$ cat src/rtl/alu_operand_loader_if.sv
// Bus bundle between the operand loader and its environment (switches, buttons, ALU, display).
// The loader takes the slave view; whatever drives the switches and the ALU takes the master view.
interface alu_operand_loader_if #(
  parameter int N     = 16,
  parameter int CNT_W = 8
);
  logic [N-1:0]     data_in;
  logic             enter;
  logic             undo;
  logic [N-1:0]     alu_result;
  logic             alu_status;
  logic [N-1:0]     OP1;
  logic [N-1:0]     OP2;
  logic [1:0]       OpCode;
  logic [1:0]       stage;
  logic             valid;
  logic [N-1:0]     result_latched;
  logic             status_latched;
  logic [N-1:0]     display_value;
  logic [CNT_W-1:0] ops_done;

  modport slave (
    input  data_in, enter, undo, alu_result, alu_status,
    output OP1, OP2, OpCode, stage, valid, result_latched, status_latched,
           display_value, ops_done
  );

  modport master (
    output data_in, enter, undo, alu_result, alu_status,
    input  OP1, OP2, OpCode, stage, valid, result_latched, status_latched,
           display_value, ops_done
  );
endinterface

$ cat src/rtl/alu_operand_loader.sv
// Operand-entry stage for the 4-op ALU: steps through OP1/OP2/opcode on enter edges,
// then captures the ALU result two clocks after the opcode is entered.
module alu_operand_loader #(
  parameter int N     = 16,
  parameter int CNT_W = 8
) (
  input logic                 clk,
  input logic                 reset,
  alu_operand_loader_if.slave bus
);

  typedef enum logic [1:0] {
    S_OP1 = 2'b00,
    S_OP2 = 2'b01,
    S_OPC = 2'b10,
    S_RES = 2'b11
  } state_t;

  state_t           state_q, state_d;
  logic [N-1:0]     op1_q, op1_d;
  logic [N-1:0]     op2_q, op2_d;
  logic [1:0]       opc_q, opc_d;
  logic             valid_q, valid_d;
  logic [N-1:0]     res_q, res_d;
  logic             stat_q, stat_d;
  logic [CNT_W-1:0] ops_q, ops_d;
  logic             cap_q, cap_d;
  logic             enter_q, undo_q;
  logic             enter_rise_s, undo_rise_s;

  assign enter_rise_s = bus.enter & ~enter_q;
  assign undo_rise_s  = bus.undo  & ~undo_q;

  // State and datapath registers.
  always_ff @(posedge clk or posedge reset) begin
    if (reset) begin
      state_q <= S_OP1;
      op1_q   <= {N{1'b0}};
      op2_q   <= {N{1'b0}};
      opc_q   <= 2'b00;
      valid_q <= 1'b0;
      res_q   <= {N{1'b0}};
      stat_q  <= 1'b0;
      ops_q   <= {CNT_W{1'b0}};
      cap_q   <= 1'b0;
      enter_q <= 1'b0;
      undo_q  <= 1'b0;
    end else begin
      state_q <= state_d;
      op1_q   <= op1_d;
      op2_q   <= op2_d;
      opc_q   <= opc_d;
      valid_q <= valid_d;
      res_q   <= res_d;
      stat_q  <= stat_d;
      ops_q   <= ops_d;
      cap_q   <= cap_d;
      enter_q <= bus.enter;
      undo_q  <= bus.undo;
    end
  end

  // Next-state logic; undo outranks enter, and any button edge cancels a pending capture.
  always_comb begin
    state_d = state_q;
    op1_d   = op1_q;
    op2_d   = op2_q;
    opc_d   = opc_q;
    valid_d = valid_q;
    res_d   = res_q;
    stat_d  = stat_q;
    ops_d   = ops_q;
    cap_d   = cap_q;
    if (undo_rise_s) begin
      case (state_q)
        S_OP1: state_d = S_OP1;
        S_OP2: state_d = S_OP1;
        S_OPC: state_d = S_OP2;
        S_RES: begin
          state_d = S_OPC;
          valid_d = 1'b0;
          cap_d   = 1'b0;
        end
        default: state_d = S_OP1;
      endcase
    end else if (enter_rise_s) begin
      case (state_q)
        S_OP1: begin
          op1_d   = bus.data_in;
          state_d = S_OP2;
        end
        S_OP2: begin
          op2_d   = bus.data_in;
          state_d = S_OPC;
        end
        S_OPC: begin
          opc_d   = bus.data_in[1:0];
          state_d = S_RES;
          cap_d   = 1'b1;
        end
        S_RES: begin
          state_d = S_OP1;
          valid_d = 1'b0;
          cap_d   = 1'b0;
        end
        default: state_d = S_OP1;
      endcase
    end else if ((state_q == S_RES) && cap_q) begin
      // OpCode has been on the ALU for a full cycle, so its result is settled here.
      res_d   = bus.alu_result;
      stat_d  = bus.alu_status;
      valid_d = 1'b1;
      cap_d   = 1'b0;
      ops_d   = ops_q + {{(CNT_W-1){1'b0}}, 1'b1};
    end else begin
      state_d = state_q;
    end
  end

  // Display source selection.
  always_comb begin
    bus.display_value = bus.data_in;
    case (state_q)
      S_OPC:   bus.display_value = {{(N-2){1'b0}}, bus.data_in[1:0]};
      S_RES:   bus.display_value = valid_q ? res_q : bus.data_in;
      default: bus.display_value = bus.data_in;
    endcase
  end

  assign bus.OP1            = op1_q;
  assign bus.OP2            = op2_q;
  assign bus.OpCode         = opc_q;
  assign bus.stage          = state_q;
  assign bus.valid          = valid_q;
  assign bus.result_latched = res_q;
  assign bus.status_latched = stat_q;
  assign bus.ops_done       = ops_q;

endmodule

$ cat src/flat_wrapper.sv
// flat-port wrapper written by rule: the top's interface ports become plain ports
module alu_operand_loader_flat 
#(
  parameter int N     = 16,
  parameter int CNT_W = 8
)
  (clk, reset, bus_data_in, bus_enter, bus_undo, bus_alu_result, bus_alu_status, bus_OP1, bus_OP2, bus_OpCode, bus_stage, bus_valid, bus_result_latched, bus_status_latched, bus_display_value, bus_ops_done);
  alu_operand_loader_if #(.N(N), .CNT_W(CNT_W)) bus_i ();
  input logic clk;
  input logic reset;
  input wire logic [$bits(bus_i.data_in)-1:0] bus_data_in;
  input wire logic [$bits(bus_i.enter)-1:0] bus_enter;
  input wire logic [$bits(bus_i.undo)-1:0] bus_undo;
  input wire logic [$bits(bus_i.alu_result)-1:0] bus_alu_result;
  input wire logic [$bits(bus_i.alu_status)-1:0] bus_alu_status;
  output wire logic [$bits(bus_i.OP1)-1:0] bus_OP1;
  output wire logic [$bits(bus_i.OP2)-1:0] bus_OP2;
  output wire logic [$bits(bus_i.OpCode)-1:0] bus_OpCode;
  output wire logic [$bits(bus_i.stage)-1:0] bus_stage;
  output wire logic [$bits(bus_i.valid)-1:0] bus_valid;
  output wire logic [$bits(bus_i.result_latched)-1:0] bus_result_latched;
  output wire logic [$bits(bus_i.status_latched)-1:0] bus_status_latched;
  output wire logic [$bits(bus_i.display_value)-1:0] bus_display_value;
  output wire logic [$bits(bus_i.ops_done)-1:0] bus_ops_done;
  assign bus_i.data_in = bus_data_in;
  assign bus_i.enter = bus_enter;
  assign bus_i.undo = bus_undo;
  assign bus_i.alu_result = bus_alu_result;
  assign bus_i.alu_status = bus_alu_status;
  assign bus_OP1 = bus_i.OP1;
  assign bus_OP2 = bus_i.OP2;
  assign bus_OpCode = bus_i.OpCode;
  assign bus_stage = bus_i.stage;
  assign bus_valid = bus_i.valid;
  assign bus_result_latched = bus_i.result_latched;
  assign bus_status_latched = bus_i.status_latched;
  assign bus_display_value = bus_i.display_value;
  assign bus_ops_done = bus_i.ops_done;
  alu_operand_loader #(.N(N), .CNT_W(CNT_W)) u_core (.clk(clk), .reset(reset), .bus(bus_i));
endmodule
$ cat config.mk
export PLATFORM = sky130hd
export DESIGN_NAME = alu_operand_loader_flat
export DESIGN_NICKNAME = d
export VERILOG_FILES = /design/src/rtl/alu_operand_loader_if.sv /design/src/rtl/alu_operand_loader.sv /design/src/flat_wrapper.sv
export SDC_FILE = /design/constraint.sdc
export NUM_CORES = 1
export LEC_CHECK = 0
export ABC_AREA = 1
export CORE_ASPECT_RATIO = 0.6
export CORE_UTILIZATION = 43
export DETAILED_ROUTE_END_ITERATION = 16
export PLACE_DENSITY = 0.8
export SLEW_MARGIN = 25
export SYNTH_ARGS = -nofsm -noshare
export SYNTH_HDL_FRONTEND = slang
export SYNTH_SLANG_ARGS = --single-unit
$ cat constraint.sdc
create_clock -name clk -period 2.07 [get_ports clk]
set_input_delay 0.207 -clock clk [delete_from_list [all_inputs] [get_ports clk]]
set_output_delay 0.207 -clock clk [all_outputs]
set_load 0.01 [all_outputs]
# [Word level (Yosys, flattened, before mapping)]
# Cells that the tools add are included.
[op_classes] n_mux=15 n_reduce_logical=10 n_addsub=1 div=0 bitwise_logic=6 n_eq_ne=5 order_cmp=0 n_shift=0 mul=0
[op_table] op="one-hot mux 16 bit (2 select lines)" count=1
[op_table] op="two-way mux 16 bit" count=1
[op_table] op="AND reduction 3 bit" count=5
[op_table] op="adder 8 x 1 -> 8 bit, second input constant" count=1
[op_table] op="two-way mux 1 bit" count=8
[op_table] op="one-hot mux 2 bit (4 select lines)" count=1
[op_table] op="one-hot mux 2 bit (3 select lines)" count=1
[op_table] op="equality test 2 bit, second input constant" count=2
[op_table] op="two-way mux 2 bit" count=2
[op_table] op="NOT 1 bit" count=4
[op_table] op="!= test 3 bit, second input constant" count=1
[op_table] op="nonzero test 3 bit" count=1
[op_table] op="bitwise AND 1 bit" count=2
[op_table] op="equality test 2 x 1 -> 1 bit, second input constant" count=1
[op_table] op="zero test 2 bit" count=1
[op_table] op="!= test 2 bit, second input constant" count=1
[op_table] op="one-hot mux 1 bit (2 select lines)" count=1
[op_table] op="nonzero test 2 bit" count=1
[op_table] op="OR reduction 2 bit" count=1
[op_table] op="logical AND 1 bit" count=1
[totals] register_bits=65 mem_bits_ro=0 latchBits=0 wordCells=48 n_memories=0 output_inout_bits=78 ramBits=0 input_bits=37

# [Depth between registers and ports, before layout]
# Gate-level depths: netlist (run 1).
[depth] word_depth=5 mapped_depth=8

# [Least setup slack after synthesis (run 1)]
# No wires, ideal clock.
[synth_timing] path_type="register to output" startpoint="register u_core.state_q[0], in the netlist u_core.bus.stage[0]" endpoint="output bus_display_value[2]" setup_slack_ns=0.452 required_ns=1.863 stages_incl_launch_ff=7 arrival_ns=1.411 cell_sequence="dfrtp_1 inv_1 ha_1 nor2_1 a21oi_1 buf_2 o21ai_0"
[synth_via] elab_chain_len=2
[synth_rtl] item="start: declaration" line="alu_operand_loader.sv:19" text="state_t state_q, state_d;"
[synth_rtl] item="start signal: assignment" line="alu_operand_loader.sv:49" text="state_q <= state_d;"
[synth_rtl] item="equality test 2 bit" line="alu_operand_loader.sv:123" text="case (state_q)"
[synth_rtl] item="one-hot mux 16 bit (2 select lines) (*)" line="alu_operand_loader.sv:123"
[synth_rtl] item="end: declaration" line="flat_wrapper.sv:23" text="output wire logic [$bits(bus_i.display_value)-1:0] bus_display_value;"
# Every way passes the cells marked *; elsewhere a longest branch is shown, timed or not.

# [Worst setup path after layout (run 1)]
[layout_timing] startpoint="register u_core.state_q[1], in the netlist u_core.bus.stage[1]" endpoint="output bus_display_value[12]"
# The elaborated chain is that of the path after synthesis.

==> qor.txt, run 1 <==
Net Sw Frac = 37.5%
I/O Pins = 115
largest net degree at the start of global routing = 33
die width = 107 um
DIE AREA = 6890 sq um
sequential fraction of the synthesis area = 57.7%
Final Cycle Share = 98.7%
dpl ws = -0.154 ns
worst reg2reg setup slack = 0.45 ns
Cells after Synth = 319
clk sinks = 65
Synth Net Count = 363
Post-Route WL = 8250 um
Clock Tree Buf Depth = 2
CP Class = reg2out
count of different cell masters after synthesis = 21
Pleak = 2.04 nW
endpoints failing setup = 0
vias in the first global route = 2614
mapped cell area = 2820 sq um
Worst setup SP type = flop
maxcap violations = 0
number of synthesized register bits = 65
commonest non-fill, non-tap cell in the layout = nand2_1
DR iter-0 viols = 216
vias per inst = 5.00
Fmax achieved = 490 MHz
drt pass-1 iters = 4
gr usage total = 25.2%
hpwl dp = 5810 um
Least-Margin Pin Slew = 0.478 ns
Slew HR = 68.1%
Pins Over Slew Limit = 0
fillers = 500
Gate power share = 49.8%
post-detailed-route count of antenna-violating nets = 0
Initial Utilization = 45.3%
total number of vias = 2698
Pwr Density = 1450 nW/um^2
initial antenna violation count = 0
area leader, netlist = dfrtp_1
WL/cell = 15.3 um
Fin Setup TNS = 0 ns
Ant. Diodes = 0
final worst slack = 0.0272 ns
total CTS buffers = 9
Final Hold Fails = 0
GPL Wtd Cong = 0.872
Skew-Pair Late Insertion Delay = 0.34 ns
Clock Skews = 0.00440 ns
Post-synth top flop = dfrtp_1
grt ovf = 0
status = complete, no violations
CTS tree = built
Tmin final = 2.04 ns
Pwr Total = 6.22 mW
Site Rows = 22
synthesized area per cell = 8.83 sq um
HP Class = in2async
Required @ worst endpoint = 1.86 ns
CP Capture Type = output port
Ys Warns = 0
most frequent cells in the layout = nand2_1, clkdlybuf4s50_1, dfrtp_1
CP Max Fanout = 7
Post-synth EDFFs = 0
Area Overhead vs Synth = 52.7%
non-filler cells, final = 540
RSZ-0062 raised after global routing = yes
DRC = 0
clock power share = 14.4%
worst ir drop on vdd = 696 uV
port bufs = 114
Post-Place Cells = 518
Int Pwr = 3.89 mW
Clock Tree Root = clkbuf_8
post-synth top area share = 57.7%
synth top area cells = dfrtp_1, nand2_1, o21ai_0
Seq pwr share = 35.8%
die height = 64.7 um
Worst-path clk slew = 0.07 ns
ys async rst share = 100%
H-tree depth = 3
first-pass GRT wire length = 12800 um
post-layout net count = 495
fraction of layout cells with a size suffix above 1 = 13.8%
critical path arrival = 1.84 ns
core area = 6220 sq um
Switch Pwr = 2.33 mW
-- logic make-up after synthesis --
family | count (synthesis) | share of synthesized area, %
DFF | 65 | 57.7
and+or+nand+nor | 130 | 18.7
adders and majority gates | 7 | 3.11
buffers and inverters | 48 | 7.33
xor gates and xnor gates | 3 | 0.933
AOI/OAI and AO/OA | 66 | 12.2
-- per-layer routing --
layer | up-vias | wire, um | track usage (%)
li1 | 1283 | - | -
met2 | 144 | 3700 | 39.5
met1 | 1263 | 3480 | 32.3
met5 | - | 0 | 0
met4 | 0 | 74 | 7.71
met3 | 8 | 989 | 10.3
-- power groups by stage --
| stage | clock network [mW] | registers (mW) | logic [mW] |
|---|---|---|---|
| finish | 0.897 | 2.23 | 3.10 |
| global route | 0.988 | 2.30 | 3.35 |
| CTS | 0.916 | 2.22 | 3.02 |
| detailed placement | 0 | 2.22 | 2.98 |
| global placement | 0 | 2.20 | 2.90 |
| floorplan | 0 | 2.45 | 0.912 |
-- state kept, by name, indices dropped and copies added (netlist names) --
name,cells
u_core.bus.OP1,16
u_core.bus.OP2,16
u_core.bus.OpCode,2
u_core.bus.ops_done,8
u_core.bus.result_latched,16
u_core.bus.stage,2
u_core.bus.status_latched,1
u_core.bus.valid,1
u_core.cap_q,1
u_core.enter_q,1
u_core.undo_q,1
-- per-stage QoR --
stage | util, % | hold WS, ns | cell area [sq um]
finish | 69.1 | 0.227 | 4300
global route | 69.1 | 0.247 | 4300
CTS | 69.2 | 0.227 | 4310
detailed placement | 66.1 | 0.473 | 4110
global placement | 66.0 | 0.457 | 4110
floorplan | - | 0.238 | 2820
-- worst paths after layout --
check | startpoint | endpoint | cells past startpoint
max | u_core.bus.stage[1] | bus_display_value[12] | 8
min | reset | u_core.bus.result_latched[15] | 2
max reg2reg | u_core.bus.stage[0] | u_core.bus.ops_done[3] | 8
min reg2reg | u_core.bus.OP2[7] | u_core.bus.OP2[7] | 2
max in group asynchronous | reset | u_core.bus.ops_done[1] | 3
min in group clk | bus_enter | u_core.enter_q | 1
-- area by class of cell --
| type | count | area, sq um | area share [%] |
|---|---|---|---|
| sequential | 65 | 1630 | 37.8 |
| timing repair buffer | 134 | 1240 | 28.9 |
| multi-input combinational | 206 | 1030 | 24.1 |
| inverter | 35 | 131 | 3.05 |
| clock buffer | 10 | 128 | 2.97 |
| tap | 84 | 105 | 2.44 |
| clock inverter | 6 | 35.0 | 0.814 |
-- cells in the mapped netlist (2+ instances only) --
| library cell | n |
|---|---|
| nand2_1 | 103 |
| xnor2_1 | 2 |
| buf_4 | 3 |
| nand3b_1 | 2 |
| a21oi_1 | 5 |
| buf_2 | 6 |
| clkbuf_1 | 3 |
| nand3_1 | 15 |
| o22ai_1 | 8 |
| inv_1 | 34 |
| nor2_1 | 6 |
| ha_1 | 7 |
| nand2_2 | 2 |
| o21ai_0 | 52 |
| dfrtp_1 | 65 |
-- critical path, cell delays in order, from the launching register on --
cell and delay, ns:
dfrtp_1 0.42, buf_4 0.16, ha_2 0.19, nor2_4 0.13
a21oi_4 0.05, buf_6 0.14, buf_4 0.14, o22ai_2 0.10
buf_2 0.16
-- what timing repair did --
item,in CTS,in global routing
buffers inserted,4,2
pin swaps,1,1
setup endpoints to repair,16,16
hold buffers,0,0
resized for setup,30,33
(Power assumes the default switching activity.)
==> run 2: changes to the inputs <==
Settings changed: CORE_MARGIN set to 4.
==> qor.txt, run 2 (synthesis gave the netlist of run 1 again) <==
Clock Tree Buf Depth = 2 (unchanged)
slowest library cell on the worst path = dfrtp_1
first-pass GRT wire length = 13400 um (+4.6%)
clk sinks = 65 (unchanged)
critical-path cell list = buf_4 -> ha_4 -> nor2_2 -> a21oi_4 -> buf_4 -> o22ai_1 -> dlygate4sd2_1
Worst-path clk slew = 0.07 ns (about the same)
total CTS buffers = 9 (unchanged)
CP top delay family = buffers and inverters
vias per inst = 4.96 (-0.63%)
Final Cycle Share = 97.8% (-0.85 points)
final worst slack = 0.0447 ns (+0.0175 ns)
hpwl dp = 5960 um (+2.6%)
placed instance area = 4100 sq um (-0.18%)
post-detailed-route count of antenna-violating nets = 0 (unchanged)
CP Class = reg2out
fin util = 70.7% (+1.5 points)
die height = 70.7 um (+9.3%)
DRC = 0 (unchanged)
fillers = 499 (-0.20%)
non-filler cells, final = 538 (-0.37%)
I/O Pins = 115 (unchanged)
Skew-Pair Late Insertion Delay = 0.34 ns (about the same)
Area Overhead vs Synth = 56.0%
maxcap violations = 0 (unchanged)
Final Instance Area = 4400 sq um (+2.2%)
dpl ws = -0.116 ns (+0.0380 ns)
Worst setup SP type = flop
commonest non-fill, non-tap cell in the layout = nand2_1
Fmax achieved = 494 MHz (+0.87%)
vias in the first global route = 2668 (+2.1%)
endpoints failing setup = 0 (unchanged)
Clock Skews = 0.00450 ns (+0.0000971 ns)
DIE AREA = 7950 sq um (+15%)
fraction of layout cells with a size suffix above 1 = 11.7% (-2.1 points)
largest net degree at the start of global routing = 66 (+100%)
Slew HR = 77.1% (+9.0 points)
WP buf/inv = 3 (-1)
Pleak = 2.09 nW (+2.3%)
gr usage total = 21.5% (-3.7 points)
drt pass-1 iters = 4 (unchanged)
Tmin final = 2.03 ns (-0.0175 ns)
most frequent cells in the layout = nand2_1, clkdlybuf4s50_1, dfrtp_1
Least-Margin Pin Slew = 0.344 ns (-0.134 ns)
CTS tree = built
Final Hold Fails = 0 (unchanged)
Clock Tree Root = clkbuf_8
GPL Wtd Cong = 0.840 (-3.7%)
worst ir drop on vdd = 673 uV (-3.3%)
CP Capture Type = output port
CP Max Fanout = 8 (+1)
H-tree depth = 3 (unchanged)
Post-Route WL = 8450 um (+2.5%)
Site Rows = 22 (unchanged)
post-layout net count = 493 (-0.40%)
Required @ worst endpoint = 1.86 ns (about the same)
# hold bufs at CTS = 0 (unchanged)
critical path arrival = 1.82 ns (-0.02 ns)
critical path's largest stage delay = 0.40 ns (-0.02 ns)
initial antenna violation count = 0 (unchanged)
grt ovf = 0 (unchanged)
Pwr Density = 1530 nW/um^2 (+5.6%)
HP Class = in2async
RSZ-0062 raised after global routing = yes
Crit path top cell by count = buf_4
WL/cell = 15.7 um (+2.9%)
Initial Utilization = 45.3% (unchanged)
Post-Place Cells = 517 (-0.19%)
DR iter-0 viols = 274 (+27%)
Pins Over Slew Limit = 0 (unchanged)
total number of vias = 2671 (-1.0%)
Ant. Diodes = 0 (unchanged)
status = complete, no violations
die width = 113 um (+5.6%)
core area = 6220 sq um (unchanged)
port bufs = 114 (unchanged)
[run 2: cell type report]
type / count / area, sq um / share of cell area [%]
timing repair buffer: 132 / 1240 / 28.3
multi-input combinational: 206 / 1010 / 23.1
clock inverter: 6 / 138 / 3.13
inverter: 35 / 131 / 2.99
clock buffer: 10 / 138 / 3.13
sequential: 65 / 1630 / 37.0
tap: 84 / 105 / 2.39
[run 2: path summary, 6_finish.rpt]
kind | start | endpoint | cells past startpoint | slack, ns
worst max-delay path | u_core.bus.stage[0] | bus_display_value[13] | 7 | 0.04
worst min-delay path | reset | u_core.bus.stage[1] | 3 | 0.26
worst max register to register | u_core.bus.stage[0] | u_core.bus.ops_done[2] | 8 | 0.38
worst min register to register | u_core.bus.OP2[15] | u_core.bus.OP2[15] | 2 | 0.49
max in group asynchronous | reset | u_core.bus.OpCode[1] | 3 | 1.52
min in group clk | bus_enter | u_core.enter_q | 1 | 0.36
[run 2: what timing repair did]
action,in CTS,in global routing
setup endpoints to repair,16,16
hold endpoints to repair,0,0
resized for setup,22,26
setup buffers,3,2
[run 2: power breakdown]
| part | total, mW | internal [mW] | leakage, nW | switching [mW] |
|---|---|---|---|---|
| clock | 1.46 | 0.961 | 0.137 | 0.500 |
| sequential | 2.21 | 1.83 | 0.808 | 0.382 |
| combinational | 3.04 | 1.60 | 1.15 | 1.44 |
[run 2: worst reg2reg max path: stages, from the launching register on]
cell and delay (ns):
dfrtp_1 0.40, buf_4 0.15, ha_4 0.18, buf_4 0.14, nand2_1 0.14, nor2_4 0.07
inv_2 0.22, nand2_1 0.13, o21ai_0 0.15
[run 2: routing by layer]
metal	share of wire [%]	wire, um	up-vias	GRT usage, %
met5	0	0	-	0
met3	11	923	12	8.80
met4	0.85	72	0	5.60
met1	45	3830	1247	28.6
li1	-	-	1280	-
met2	43	3630	132	33.0
[run 2: metrics by stage]
stage	power, mW	hold WS [ns]	TNS, ns
floorplan	3.36	0.238	0
global placement	5.12	0.454	-5.88
detailed placement	5.21	0.469	-1.13
CTS	6.71	0.266	0
global route	7.13	0.277	-0.0949
finish	6.72	0.261	0
==> run 3: changes to the inputs <==
Settings changed: RECOVER_POWER set to 100.
==> qor.txt, run 3 (synthesis gave the netlist of run 1 again) <==
Clock Skews = 0.00434 ns (-0.000153 ns)
fin util = 70.4% (-0.24 points)
critical-path cell list = buf_4 -> ha_4 -> nor2_2 -> a21oi_4 -> buf_4 -> o22ai_1 -> dlygate4sd2_1
status = finished, violations left
grt ovf = 0 (unchanged)
Post-Route WL = 8400 um (-0.65%)
Required @ worst endpoint = 1.86 ns (about the same)
Pins Over Slew Limit = 66 (+66)
Crit path top cell by count = buf_4
initial antenna violation count = 0 (unchanged)
failing checks = capacitance limit, slew limit
GPL Wtd Cong = 0.840 (unchanged)
final worst slack = 0.0476 ns (+0.00291 ns)
total CTS buffers = 9 (unchanged)
worst ir drop on vdd = 673 uV (about the same)
first-pass GRT wire length = 13400 um (unchanged)
Fin Setup TNS = 0 ns (unchanged)
Worst setup SP type = flop
# hold bufs at CTS = 0 (unchanged)
I/O Pins = 115 (unchanged)
vias in the first global route = 2668 (unchanged)
Post-Place Cells = 517 (unchanged)
RSZ-0062 raised after global routing = yes
DR iter-0 viols = 233 (-15%)
critical path's largest stage delay = 0.40 ns (about the same)
non-filler cells, final = 538 (unchanged)
fraction of layout cells with a size suffix above 1 = 11.5% (-0.22 points)
total number of vias = 2663 (-0.30%)
CP Capture Type = output port
Skew-Pair Late Insertion Delay = 0.33 ns (about the same)
Clock Tree Buf Depth = 2 (unchanged)
Pwr Density = 1530 nW/um^2 (+0.24%)
post-layout net count = 493 (unchanged)
area of the multi-input gates = 1010 sq um (unchanged)
CP Class = reg2out
Slew HR = -3.38% (-80 points)
DIE AREA = 7950 sq um (unchanged)
DRC = 0 (unchanged)
CP Max Fanout = 8 (unchanged)
gr usage total = 21.5% (unchanged)
endpoints failing setup = 0 (unchanged)
hpwl dp = 5960 um (unchanged)
slowest library cell on the worst path = dfrtp_1
register area = 1630 sq um (unchanged)
vias per inst = 4.95 (-0.30%)
largest net degree at the start of global routing = 66 (unchanged)
Ant. Diodes = 0 (unchanged)
WP buf/inv = 3 (unchanged)
Hold Slack = 0.405 ns (+0.144 ns)
Tmin final = 2.02 ns (-0.00291 ns)
dpl ws = -0.116 ns (unchanged)
maxcap violations = 1 (+1)
CTS tree = built
H-tree depth = 3 (unchanged)
HP Class = in2reg
Pleak = 2.08 nW (-0.35%)
commonest non-fill, non-tap cell in the layout = nand2_1
core area = 6220 sq um (unchanged)
Area Overhead vs Synth = 55.5%
Clock Tree Root = clkbuf_8
Worst-path clk slew = 0.07 ns (about the same)
Site Rows = 22 (unchanged)
Fmax achieved = 494 MHz (+0.14%)
port bufs = 114 (unchanged)
die height = 70.7 um (unchanged)
fillers = 501 (+0.40%)
critical path arrival = 1.82 ns (about the same)
CP top delay family = buffers and inverters
drt pass-1 iters = 4 (unchanged)
Least-Margin Pin Slew = 1.55 ns (+1.21 ns)
Final Hold Fails = 0 (unchanged)
most frequent cells in the layout = nand2_1, clkdlybuf4s50_1, dfrtp_1
die width = 113 um (unchanged)
clk sinks = 65 (unchanged)
Final Cycle Share = 97.7% (-0.14 points)
WL/cell = 15.6 um (-0.65%)
Initial Utilization = 45.3% (unchanged)
post-detailed-route count of antenna-violating nets = 0 (unchanged)
run 3: layout make-up:
type	count	area share [%]
Clock buffer	10	3.14
Clock inverter	6	3.14
Inverter	35	3.00
Multi-Input combinational cell	206	23.1
Sequential cell	65	37.1
Tap cell	84	2.40
Timing Repair Buffer	132	28.0
run 3: path summary, 6_finish.rpt:
kind,startpoint,end,slack [ns],cells past startpoint
worst max-delay path,u_core.bus.stage[0],bus_display_value[13],0.05,7
worst min-delay path,bus_alu_status,u_core.bus.status_latched,0.40,3
worst max register to register,u_core.bus.stage[0],u_core.bus.ops_done[2],0.38,8
worst min register to register,u_core.bus.OP2[15],u_core.bus.OP2[15],0.49,2
max in group asynchronous,reset,u_core.bus.OpCode[1],0.42,3
min in group asynchronous,reset,u_core.bus.result_latched[1],0.72,3
run 3: metrics by stage:
| stage | power, mW | area, sq um |
|---|---|---|
| 2_1_floorplan | 3.36 | 2820 |
| 3_3_place_gp | 5.12 | 4100 |
| 3_5_place_dp | 5.21 | 4100 |
| 4_1_cts | 6.71 | 4410 |
| 5_1_grt | 7.13 | 4380 |
| 6_report | 6.71 | 4380 |
run 3: timing repair:
item	CTS	global route
pin swaps	0	0
gates cloned	0	0
endpoints found under the setup margin	16	16
endpoints found under the hold margin	0	0
gates resized for setup	22	26
setup buffers	3	2
run 3: metal layers:
metal / routed length, um / GRT usage (%) / vias to the layer above / share of wire, %
li1: - / - / 1281 / -
met1: 3840 / 28.6 / 1257 / 46
met2: 3670 / 33.0 / 121 / 44
met3: 861 / 8.80 / 4 / 10
met4: 27 / 5.60 / 0 / 0.32
met5: 0 / 0 / - / 0
run 3: tightest hold or removal path: stages:
cell,delay [ns]
clkdlybuf4s50_1,0.39
nand2_1,0.06
nand2_1,0.04
run 3: power by group:
| group | internal [mW] | switching (mW) |
|---|---|---|
| logic | 1.60 | 1.44 |
| registers | 1.83 | 0.383 |
| clock network | 0.961 | 0.498 |
